==> config.mk <==
export PLATFORM = sky130hd
export DESIGN_NAME = spi_reg_bank
export DESIGN_NICKNAME = d
export VERILOG_FILES = /design/src/rtl/spi_reg_bank.sv
export SDC_FILE = /design/constraint.sdc
export NUM_CORES = 1
export LEC_CHECK = 0
export ABC_AREA = 1
export BUFFER_PORTS_ARGS = -buffer_cell sky130_fd_sc_hd__buf_2
export CAP_MARGIN = 20
export CELL_PAD_IN_SITES_DETAIL_PLACEMENT = 2
export CELL_PAD_IN_SITES_GLOBAL_PLACEMENT = 2
export CORE_MARGIN = 10
export CORE_UTILIZATION = 33
export DETAILED_ROUTE_END_ITERATION = 12
export GPL_ROUTABILITY_DRIVEN = 0
export PLACE_DENSITY_LB_ADDON = 0.1
export SETUP_SLACK_MARGIN = 0.1
export SLEW_MARGIN = 10
export SYNTH_ARGS = -nofsm -noshare
export SYNTH_HDL_FRONTEND = slang
export SYNTH_SLANG_ARGS = --single-unit
==> constraint.sdc <==
create_clock -name clk -period 2.9 [get_ports clk]
set_input_delay 0.87 -clock clk [delete_from_list [all_inputs] [get_ports clk]]
set_output_delay 0.87 -clock clk [all_outputs]
set_load 0.05 [all_outputs]
==> src/rtl/spi_reg_bank.sv <==
// Register-bank protocol engine behind spi_slave: decodes a command word, then
// auto-incrementing register writes or reads, with a 2-FF ss_n synchronizer.
module spi_reg_bank #(
  parameter int              Nbit = 8,
  parameter int              NREG = 16,
  parameter logic [Nbit-1:0] ID   = Nbit'(8'hA5)
) (
  input  logic                 clk,
  input  logic                 rst,
  input  logic                 ss_n,
  input  logic [Nbit-1:0]      rx_data,
  input  logic                 rx_strobe,
  input  logic                 tx_strobe,
  output logic [Nbit-1:0]      tx_data,
  output logic [NREG*Nbit-1:0] regs,
  output logic                 wr_valid,
  output logic [Nbit-2:0]      wr_addr,
  output logic [Nbit-1:0]      wr_data
);

  localparam int              AW   = Nbit - 1;
  localparam int              IW   = (NREG > 1) ? $clog2(NREG) : 1;
  localparam logic [Nbit-1:0] LAST = Nbit'(NREG - 1);

  typedef enum logic [1:0] {IDLE, CMD, WRITE, READ} state_t;

  state_t          state, state_nx;
  logic            ss_s1, ss_s2;
  logic [1:0]      settle;
  logic            armed;
  logic [AW-1:0]   addr;
  logic [AW-1:0]   cmd_addr;
  logic [Nbit-1:0] mem [NREG];

  assign cmd_addr = rx_data[AW-1:0];

  function automatic logic in_range(input logic [AW-1:0] a);
    return {1'b0, a} <= LAST;
  endfunction

  function automatic logic [AW-1:0] next_addr(input logic [AW-1:0] a);
    return ({1'b0, a} >= LAST) ? '0 : a + 1'b1;
  endfunction

  function automatic logic [Nbit-1:0] read_reg(input logic [AW-1:0] a);
    return in_range(a) ? mem[a[IW-1:0]] : '0;
  endfunction

  // The synchronizer resets high, so its first two outputs after reset are not
  // genuine; a frame only starts after a real high level has been observed.
  always_ff @(posedge clk) begin
    if (rst) begin
      ss_s1  <= 1'b1;
      ss_s2  <= 1'b1;
      settle <= '0;
      armed  <= 1'b0;
    end else begin
      ss_s1  <= ss_n;
      ss_s2  <= ss_s1;
      settle <= {settle[0], 1'b1};
      armed  <= armed | (settle[1] & ss_s2);
    end
  end

  always_ff @(posedge clk) begin
    if (rst) state <= IDLE;
    else     state <= state_nx;
  end

  always_comb begin
    state_nx = state;
    case (state)
      IDLE:    if (armed && !ss_s2) state_nx = CMD;
      CMD:     if (rx_strobe) state_nx = rx_data[Nbit-1] ? READ : WRITE;
      WRITE:   state_nx = WRITE;
      READ:    state_nx = READ;
      default: state_nx = IDLE;
    endcase
    if (ss_s2) state_nx = IDLE;
  end

  // A word arriving together with the ss_n release is still committed; the
  // ID reload below only overrides tx_data.
  always_ff @(posedge clk) begin
    if (rst) begin
      addr     <= '0;
      tx_data  <= ID;
      wr_valid <= 1'b0;
      wr_addr  <= '0;
      wr_data  <= '0;
      for (int unsigned k = 0; k < NREG; k++) mem[k] <= '0;
    end else begin
      wr_valid <= 1'b0;
      case (state)
        CMD: begin
          if (rx_strobe) begin
            addr <= cmd_addr;
            if (rx_data[Nbit-1]) tx_data <= read_reg(cmd_addr);
          end
        end
        WRITE: begin
          if (rx_strobe) begin
            if (in_range(addr)) begin
              mem[addr[IW-1:0]] <= rx_data;
              wr_valid          <= 1'b1;
              wr_addr           <= addr;
              wr_data           <= rx_data;
            end
            addr <= next_addr(addr);
          end
        end
        READ: begin
          if (tx_strobe) begin
            addr    <= next_addr(addr);
            tx_data <= read_reg(next_addr(addr));
          end
        end
        default: ;
      endcase
      if (ss_s2) tx_data <= ID;
    end
  end

  always_comb begin
    regs = '0;
    for (int unsigned k = 0; k < NREG; k++) regs[k*Nbit +: Nbit] = mem[k];
  end

endmodule

==> impl_metrics.toml <==
[run_status]
status = "completed"

[clock_tree]
holdBufCountCts = 0
postCtsSetupBuffers = 0
clockBufferDepth = 2
cts.repair.resized = 0
numCtsBuffers = 17
cts_tree = "built"
clock_latency_ns = 0.44
clk_pin_slew_ns = 0.07
cts_root_buf = "clkbuf_16"
clkSinkCount = 166
cts.htree.levels = 4

[finish]
fin_area_um2 = 10700
n_antenna_cell = 0
drive_above_1_share_pct = 22.2
final_nets = 1247
layoutNonFillerInstCount = 1577
fillCellCount = 3078
area_growth_pct = 21.7

[die]
die_x_um = 183
die_area_um2 = 33500
initial_core_util_pct = 33.6
ios = 165
fp-row-count = 59
design.core.area_um2 = 26100
die_y_um = 183

[placed_design]
place_area_um2 = 10100
dp.cells = 1546
hpwl_um = 30800
io_buffers = 164

[drt]
first_pass_iters = 5
wl_um = 42600
drc_errors = 0
vias = 8904
detail_route.vias_per_cell = 5.65
drtIter0Drc = 804
wire_per_inst_um = 27.0
antenna_left = 0

[setup_path]
path_delay_family = "simple AND/OR/NAND/NOR gates"
worstSetupPathType = "flip-flop to flip-flop"
cp.buffers_inverters = 1
end_kind = "flip-flop"
crit_required_ns = 3.23
worst-path-max-fanout = 16
slowest_stage = "dfxtp_1"
setup.worst_path.start_class = "flip-flop"
timing.critical_path.mode_cell = "nand3_1"
crit_arrival_ns = 2.82
path_cells = "ha_1 -> xor2_1 -> nand2_2 -> inv_2 -> nand3_1 -> nand3_1 -> nand3_1 -> nand3_1 -> nand2_1 -> nand2_1 -> nand2_1"
critPathMaxStageDelay_ns = 0.43

[yosys]
syn_avg_cell_area_um2 = 8.22
synth.distinct_cells = 35
synth_edf_count = 128
yosys_warnings = 0
synth_fp_nets = 1085
post-synth-top-count-cell = "nand2_1"
ys_ff_latch = 166
ys_top_cells_by_count = "nand2_1, nor2_1, nand3_1"
yosysTopAreaCellShare_pct = 43.8
netlist_top_cells_area = "edfxtp_1, nand2_1, dfxtp_1, nand3_1, nor2_1"
async_flop_share_pct = 0
synth-seq-area-share_pct = 52.4
synth_ff_type = "edfxtp_1"
netlist_area_um2 = 8780
synthCells = 1068
yosysTopAreaCell = "edfxtp_1"

[sta]
clock.fmax_ghz = 0.402
setup_viol = 0
worst_pin_slew_ns = 0.803
timing.final.hold_violations = 0
fin_setup_tns_ns = 0
skew_ns = 0.00964
min_period_ns = 2.49
maxSlewHeadroom_pct = 46.4
fin_crit_sh_pct = 85.8
grt_setup_unrepaired = "false"
final-max-slew-violation-count = 0

[global_route]
antenna_found_initial = 0
grt.overflow.total = 0
grt_usage_pct = 25.3
grt_pass1_vias = 9503
grt_max_degree = 74
grt_pass1_wl_um = 63500

[pwr]
swShare_pct = 28.5
cellPowerDensity_nw_per_um2 = 541
comb_power_share_pct = 11.9
ir_worst_vdd_uv = 381
p_int_uw = 4130
seqPwrFrac_pct = 46.9
p_clk_share_pct = 41.2
p_sw_uw = 1650
leakagePower_uw = 0.00465

[worst_hold_path]
hold_path_class = "flip-flop to flip-flop"

[flow_run]
maxCapViolations = 0
-- power by group through the flow --
stage / clock (µW) / combinational, µW / sequential (µW)
floorplan: 0 / 224 / 2940
global placement: 0 / 669 / 2760
detailed placement: 0 / 682 / 2760
CTS: 2400 / 686 / 2710
global route: 2500 / 727 / 2720
finish: 2380 / 685 / 2710
-- per-stage QoR --
stage | hold WS [ns] | setup WS, ns | util (%) | total power [µW]
global placement | 0.392 | 0.274 | 38.7 | 3430
global route | 0.446 | 0.211 | 40.9 | 5940
finish | 0.416 | 0.411 | 40.9 | 5780
CTS | 0.421 | 0.450 | 40.9 | 5800
detailed placement | 0.404 | 0.182 | 38.7 | 3440
floorplan | 0.388 | 0.604 | - | 3160
-- worst register-to-register path, cell delays in order (launching register included) --
cell     delay, ns
dfxtp_1       0.43
ha_1          0.35
xor2_1        0.32
nand2_2       0.17
inv_2         0.39
nand3_1       0.18
nand3_1       0.13
nand3_1       0.13
nand3_1       0.11
nand2_1       0.06
nand2_1       0.06
nand2_1       0.05
-- cells by family (layout without fill, tap and decap cells) --
logic type	after synthesis	in the layout	share of synthesized area (%)
buffers and inverters	139	313	6.97
adders and majority gates	4	4	0.570
xor gates and xnor gates	1	1	0.0997
and+or+nand+nor	597	597	29.7
AOI/OAI and AO/OA	161	161	10.2
DFF	166	166	52.4
-- layout make-up --
class | count | area [µm²] | area share (%)
clock buffers | 21 | 440 | 4.12
well taps | 335 | 419 | 3.92
flip-flops and latches | 166 | 4600 | 43.1
repair buffers | 216 | 1260 | 11.8
multi-input cells | 763 | 3570 | 33.4
clock inverters | 10 | 148 | 1.38
inverters | 66 | 250 | 2.34
-- placed cells by master, fill, tap and decap left out, types with 3 or more instances in the layout --
cell type,n
a21oi_1,88
a22oi_1,20
buf_12,4
buf_2,164
buf_4,48
bufinv_16,3
clkbuf_1,4
clkbuf_16,17
clkinv_1,8
clkinv_4,3
dfxtp_1,38
edfxtp_1,128
ha_1,4
inv_1,53
inv_2,5
nand2_1,235
nand2_2,14
nand3_1,135
nand4_1,35
nor2_1,164
nor2_4,5
o211ai_1,6
o21ai_0,39
o311ai_0,3
-- final timing paths --
| kind | slack [ns] | cells past startpoint | start | end |
|---|---|---|---|---|
| worst min register to register | 0.42 | 1 | ss_s1 | ss_s2 |
| worst min-delay path | 0.42 | 1 | ss_s1 | ss_s2 |
| worst max-delay path | 0.41 | 11 | addr[1] | tx_data[2] |
| worst max register to register | 0.41 | 11 | addr[1] | tx_data[2] |
-- state kept, by name (all words and copies together), names as in the netlist, 2 cells and up --
signal / cells
addr: 7
mem: 128
settle: 2
state: 2
tx_data: 8
wr_addr: 7
wr_data: 8
-- metal layers --
| metal | vias up | share of wire (%) | global-route usage [%] |
|---|---|---|---|
| met1 | 4539 | 42 | 31.9 |
| met4 | 0 | 3.2 | 9.67 |
| met5 | - | 0 | 0 |
| met2 | 334 | 48 | 41.8 |
| li1 | 3966 | - | - |
| met3 | 65 | 6.5 | 5.28 |
Note: power is estimated with default switching activity, not from simulation.
